File: src/rtl/prn_line_sched.sv
// prn_line_sched: print-line scheduler for a ping-pong line converter.
// A loader moves one line of words from the upstream FIFO into the converter's
// write bank. When a full line is waiting and the print bank is free, the banks
// are swapped. Each encoder fire then plays the preamble and the print readout
// of the swapped-in line. Loading of the next line overlaps printing.
module prn_line_sched #(
    parameter int WR_WORDS = 64,
    parameter int SP_WORDS = 8,
    parameter int RD_WORDS = 64
) (
    input  logic        clk,
    input  logic        rst,
    input  logic        enable,
    input  logic        src_empty,
    output logic        src_rd_en,
    input  logic [15:0] src_data,
    output logic        cvt_wr_req,
    output logic [15:0] cvt_wr_data,
    output logic        cvt_data_switch,
    input  logic        fire_req,
    output logic        cvt_sp_start,
    output logic        cvt_sp_req,
    output logic        cvt_rd_req,
    input  logic        cvt_data_error,
    input  logic        err_clr,
    output logic        busy,
    output logic [15:0] lines_done,
    output logic        underrun,
    output logic        missed_fire,
    output logic        error
);

    // One phase counter serves both the preamble and the readout phases.
    localparam int PH_MAX = (SP_WORDS > RD_WORDS) ? SP_WORDS : RD_WORDS;
    localparam int CW     = (PH_MAX > 1) ? $clog2(PH_MAX) : 1;
    localparam int WCW    = (WR_WORDS > 1) ? $clog2(WR_WORDS) : 1;

    localparam logic [CW-1:0]  SP_LAST = CW'(SP_WORDS - 1);
    localparam logic [CW-1:0]  RD_LAST = CW'(RD_WORDS - 1);
    localparam logic [WCW-1:0] WR_LAST = WCW'(WR_WORDS - 1);

    // NOTE: an enum keeps state names visible in simulation and lets lint
    // catch assignments of values that are not legal states.
    typedef enum logic [2:0] {
        P_IDLE,
        P_SPS,
        P_SP,
        P_RD,
        P_DONE,
        P_ERR
    } state_t;

    state_t         state, state_nx;
    logic [CW-1:0]  ph_cnt, ph_cnt_nx;
    logic [WCW-1:0] wr_cnt;
    logic           wr_full;
    logic           rd_valid;
    logic           in_flight;
    logic           switch_go;

    // ------------------------------------------------------------------
    // Loader
    // ------------------------------------------------------------------

    // Read the FIFO unless the line is full, the loader is halted, or the word
    // already in flight completes the line. Held off during reset so the
    // upstream FIFO is not drained while the block is being reset.
    assign src_rd_en = !rst && !wr_full && !src_empty && !error && !cvt_data_error
                       && !(in_flight && (wr_cnt == WR_LAST));

    // FIFO data arrives one cycle after the read strobe, so the write strobe is
    // simply the delayed read strobe and the data passes straight through.
    assign cvt_wr_req  = in_flight;
    assign cvt_wr_data = in_flight ? src_data : 16'h0000;

    // Swap banks only between prints; the printer must be idle and the print
    // bank already consumed.
    assign switch_go       = wr_full && !rd_valid && (state == P_IDLE) && enable && !error;
    assign cvt_data_switch = switch_go;

    // Loader bookkeeping: word count, full-line flag and print-bank-valid flag.
    always_ff @(posedge clk) begin
        if (rst) begin
            in_flight <= 1'b0;
            wr_cnt    <= '0;
            wr_full   <= 1'b0;
            rd_valid  <= 1'b0;
        end else if (cvt_data_error) begin
            // Drop the word in flight; counts are cleared when the error is.
            in_flight <= 1'b0;
        end else if (state == P_ERR) begin
            in_flight <= 1'b0;
            if (err_clr) begin
                wr_cnt   <= '0;
                wr_full  <= 1'b0;
                rd_valid <= 1'b0;
            end
        end else begin
            // NOTE: sequential state uses non-blocking assignments so every
            // register samples the pre-edge values regardless of block order.
            in_flight <= src_rd_en;
            if (in_flight) begin
                if (wr_cnt == WR_LAST) begin
                    wr_cnt  <= '0;
                    wr_full <= 1'b1;
                end else begin
                    wr_cnt <= wr_cnt + 1'b1;
                end
            end
            if (switch_go) begin
                wr_full  <= 1'b0;
                rd_valid <= 1'b1;
            end
            if (state == P_DONE) begin
                rd_valid <= 1'b0;
            end
        end
    end

    // ------------------------------------------------------------------
    // Printer FSM
    // ------------------------------------------------------------------

    // Printer state and phase counter register.
    always_ff @(posedge clk) begin
        if (rst) begin
            state  <= P_IDLE;
            ph_cnt <= '0;
        end else begin
            state  <= state_nx;
            ph_cnt <= ph_cnt_nx;
        end
    end

    // Printer next-state and strobe decode; an error overrides any transition.
    always_comb begin
        // NOTE: every output of this block gets a default first, so no path
        // leaves a value unassigned and no latch is inferred.
        state_nx     = state;
        ph_cnt_nx    = ph_cnt;
        cvt_sp_start = 1'b0;
        cvt_sp_req   = 1'b0;
        cvt_rd_req   = 1'b0;

        case (state)
            P_IDLE: begin
                if (fire_req && rd_valid && enable) begin
                    state_nx = P_SPS;
                end
            end
            P_SPS: begin
                cvt_sp_start = 1'b1;
                ph_cnt_nx    = '0;
                state_nx     = P_SP;
            end
            P_SP: begin
                cvt_sp_req = 1'b1;
                if (ph_cnt == SP_LAST) begin
                    ph_cnt_nx = '0;
                    state_nx  = P_RD;
                end else begin
                    ph_cnt_nx = ph_cnt + 1'b1;
                end
            end
            P_RD: begin
                cvt_rd_req = 1'b1;
                if (ph_cnt == RD_LAST) begin
                    ph_cnt_nx = '0;
                    state_nx  = P_DONE;
                end else begin
                    ph_cnt_nx = ph_cnt + 1'b1;
                end
            end
            P_DONE: begin
                state_nx = P_IDLE;
            end
            P_ERR: begin
                if (err_clr) begin
                    state_nx = P_IDLE;
                end
            end
            default: begin
                state_nx = P_IDLE;
            end
        endcase

        if (cvt_data_error) begin
            state_nx  = P_ERR;
            ph_cnt_nx = '0;
        end
    end

    assign busy = (state != P_IDLE);

    // Status: line counter and the sticky underrun / missed-fire / error flags.
    always_ff @(posedge clk) begin
        if (rst) begin
            lines_done  <= 16'h0000;
            underrun    <= 1'b0;
            missed_fire <= 1'b0;
            error       <= 1'b0;
        end else begin
            if (state == P_DONE) begin
                lines_done <= lines_done + 16'd1;
            end

            if (cvt_data_error) begin
                error <= 1'b1;
            end else if ((state == P_ERR) && err_clr) begin
                error <= 1'b0;
            end

            if (err_clr) begin
                underrun    <= 1'b0;
                missed_fire <= 1'b0;
            end else if (fire_req) begin
                if (state != P_IDLE) begin
                    missed_fire <= 1'b1;
                end else if (!rd_valid) begin
                    underrun <= 1'b1;
                end
            end
        end
    end

endmodule

File: config.mk
export PLATFORM = sky130hd
export DESIGN_NAME = prn_line_sched
export DESIGN_NICKNAME = d
export VERILOG_FILES = /design/src/rtl/prn_line_sched.sv
export SDC_FILE = /design/constraint.sdc
export NUM_CORES = 1
export LEC_CHECK = 0
export CORE_MARGIN = 4
export CORE_UTILIZATION = 51
export CTS_BUF_LIST = sky130_fd_sc_hd__clkbuf_4 sky130_fd_sc_hd__clkbuf_8
export CTS_CLUSTER_DIAMETER = 40
export DETAILED_ROUTE_END_ITERATION = 7
export PLACE_DENSITY = 0.87
export SYNTH_ARGS = -nofsm -noshare
export SYNTH_HDL_FRONTEND = slang
export SYNTH_SLANG_ARGS = --single-unit
File: constraint.sdc
create_clock -name clk -period 3.5 [get_ports clk]
set_input_delay 0.875 -clock clk [delete_from_list [all_inputs] [get_ports clk]]
set_output_delay 0.875 -clock clk [all_outputs]
set_load 0.02 [all_outputs]
==> results.toml <==
[status]
status = "complete, no violations"

[clock_tree]
clock_path_buffers = 2
cts-root-buf = "clkbuf_8"
postCtsSetupRepairBufs = 0
numCtsBuffers = 5
h-tree-depth = 2
clk_latency_ns = 0.28
cts.clk_slew.worst_paths_ns = 0.07
clock_sinks = 37
cts_tree = "yes"
cts_hold_buffers = 0

[setup_path]
r2r_end = "wr_cnt[0]$_SDFFE_PP0P_"
end_kind = "output pin"
worstRegToRegCells = 4
worstSetupStartpointType = "input port"
worst_path_max_delay_cell = "clkdlybuf4s50_1"
critPathCapture = "src_rd_en"
reg2reg_from = "state[1]$_SDFFE_PP0P_"
setup.worst_path.class = "input port to output pin"
cp.required_ns = 2.62
crit_chain = "clkdlybuf4s50_1 > or2_1 > or4_1 > a21oi_1 > dlygate4sd2_1"
crit_start = "rst"
rrSetupSlack_ns = 1.74
slowest_delay_ns = 0.44
arrival_ns = 2.49
crit_buf_inv = 2
cp_max_fo = 2
path_depth = 5
path_delay_family = "buffers and inverters"

[route]
wl_microns = 5070
vias_per_cell = 5.76
wl_per_cell_microns = 14.6
antenna_left = 0
dr.pass1.iters = 4
drtIter0Drc = 71
via_count = 2006
drc_errors = 0

[sta]
rsz0062_at_grt = "no"
fmax_mhz = 298
hold_violations = 0
max_slew_margin_pct = 55.1
setup_ws_ns = 0.140
finalSetupViolations = 0
layout_min_cycle_time_ns = 3.36
worst_slew_pin_slew_ns = 0.666
fin_skew_ns = 0.00641
timing.final.crit_share_pct = 96.0
maxSlewViolCount = 0

[pwr]
power.static_leakage_nw = 0.967
vdd_drop_max_mv = 0.227
switching_share_pct = 23.8
p_int_mw = 0.654
clkPwrFrac_pct = 34.9
finalPower_mw = 0.858
p_sw_mw = 0.204
combPwrFrac_pct = 14.0
p_seq_share_pct = 51.0
powerDensity_mw_per_mm2 = 311

[logic_synthesis]
yosysSeqAreaShare_pct = 37.1
synth_top_area_cell = "dfxtp_1"
synth_fa_ha_area_share_pct = 1.88
syn-cell-area_sq_mm = 0.00200
synth_area_leaders = "dfxtp_1 (37%), and2_1 (5.6%), a21oi_1 (5.0%)"
synth_edf_count = 0
synthFlopType = "dfxtp_1"
yosysWarnings = 0
synth_top_family_by_area = "simple AND/OR/NAND/NOR gates"
yosysTopAreaCellShare_pct = 37.1
synthCells = 234
yosysMostFrequentCell = "dfxtp_1"
synthXorXnorAreaFrac_pct = 4.83
synth_seq_cells = 37
synth_common_cells = "dfxtp_1 (37), nor2_1 (21), a21oi_1 (20)"
synth-compound-area-share_pct = 17.9
syn_area_per_cell_sq_um = 8.53
syn_nets = 260
synth-simple-area-share_pct = 33.0
synth.area.mux_share_pct = 0.502
synth_cell_types = 52
synth-async-reset-ratio_pct = 0

[layout]
insertedDiodeCount = 0
final_net_count = 326
drive_gt1_share_pct = 7.33
fin_area_sq_mm = 0.00276
finalNonFillerCells = 348
final_core_util_pct = 74.2
syn_to_final_growth_pct = 38.2

[hold_path]
min_path_type = "flop to flop"

[global_route]
overflow = 0
grt_usage_pct = 20.7
grt_first_pass_wirelength_microns = 8450
grt_max_degree = 29
antenna_found_initial = 0
grt_pass1_vias = 1914

[floorplanning]
num_io_pins = 65
fp-row-count = 22
die_h_microns = 70.6
die_x_microns = 70.6
start_util_pct = 53.7
dieArea_sq_mm = 0.00498
coreArea_sq_mm = 0.00372

[place]
pre_cts_ws_ns = -0.151
placed_area_sq_mm = 0.00267
dp.cells = 341
io_buffers = 64
dp_hpwl_microns = 3750
finalWeightedCongestion = 0.898

[run]
cap_violations = 0
## worst reg2reg max path, stage by stage, from the launching register on
cell	delay, ns
dfxtp_1	0.58
and3b_2	0.30
mux2i_1	0.24
or4_1	0.45
a21oi_1	0.13
## worst min-delay path by stage
| stage | from | cells after the start | end |
|---|---|---|---|
| after floorplan | ph_cnt[0]$_SDFFE_PP0P_ | 1 | ph_cnt[0]$_SDFFE_PP0P_ |
| after global placement | state[2]$_SDFFE_PP0P_ | 1 | rd_valid$_SDFFE_PP0P_ |
| after detailed placement | state[2]$_SDFFE_PP0P_ | 1 | rd_valid$_SDFFE_PP0P_ |
| after CTS | state[2]$_SDFFE_PP0P_ | 1 | rd_valid$_SDFFE_PP0P_ |
| after global routing | state[2]$_SDFFE_PP0P_ | 1 | rd_valid$_SDFFE_PP0P_ |
| final | state[2]$_SDFFE_PP0P_ | 1 | rd_valid$_SDFFE_PP0P_ |
## layer usage
| metal | vias to the layer above | wire [microns] | global-route usage [%] |
|---|---|---|---|
| li1 | 989 | - | - |
| met1 | 933 | 2230 | 24.5 |
| met2 | 82 | 2460 | 35.1 |
| met3 | 2 | 345 | 6.68 |
| met4 | 0 | 28 | 7.31 |
| met5 | - | 0 | 0 |
## power groups by stage
stage | sequential [mW] | combinational, mW | clock, mW
6_report | 0.438 | 0.121 | 0.300
3_5_place_dp | 0.447 | 0.121 | 0
5_1_grt | 0.439 | 0.129 | 0.330
2_1_floorplan | 0.449 | 0.0595 | 0
3_3_place_gp | 0.447 | 0.119 | 0
4_1_cts | 0.438 | 0.121 | 0.310
## repair_timing
| action | in CTS | in global routing |
|---|---|---|
| setup endpoints to repair | 1 | 0 |
| endpoints found under the hold margin | 0 | 0 |
| gates resized for setup | 1 | 0 |
## layout by cell type (no fill, tap or decap), types with 4 or more instances in the layout
master / Yosys / layout
clkdlybuf4s50_1: 0 / 63
o21a_1: 4 / 4
nor3_1: 5 / 5
a31oi_1: 4 / 4
nand4_1: 9 / 9
dfxtp_1: 37 / 37
xor2_1: 7 / 7
nand2_1: 11 / 11
and4_1: 4 / 4
xnor2_1: 4 / 4
o21ai_0: 11 / 11
buf_4: 1 / 6
a21oi_1: 20 / 20
inv_1: 6 / 6
nand3_1: 12 / 12
or3_1: 7 / 7
nor2_1: 21 / 21
and3_1: 5 / 5
clkbuf_8: 1 / 6
and2_1: 18 / 18
## flip-flops by register name, indices dropped and copies added (netlist names)
signal	flops
cvt_wr_req	1
underrun	1
lines_done	16
rd_valid	1
wr_cnt	6
ph_cnt	6
error	1
state	3
wr_full	1
missed_fire	1
## final cells by class
class                      instances  area [sq um]
multi-input combinational        180          1160
fill                             300           957
sequential                        37           741
timing repair buffer              70           684
clock buffer                       7          90.1
tap                               48          60.1
inverter                           6          22.5
## kinds of logic (layout without fill, tap and decap cells)
logic type / Yosys count / in the layout
AND/OR/NAND/NOR: 109 / 109
AO/OA/AOI/OAI: 56 / 56
flip-flops: 37 / 37
buffers and inverters: 17 / 83
XOR/XNOR: 11 / 11
adder cells (fa/ha/maj): 3 / 3
multiplexers: 1 / 1
## through the flow
step	hold slack [ns]	TNS (ns)
5_1_grt	0.505	0
6_report	0.480	0
2_1_floorplan	0.467	0
3_5_place_dp	0.472	-0.151
3_3_place_gp	0.470	-0.104
4_1_cts	0.482	0
(Power assumes the default switching activity.)
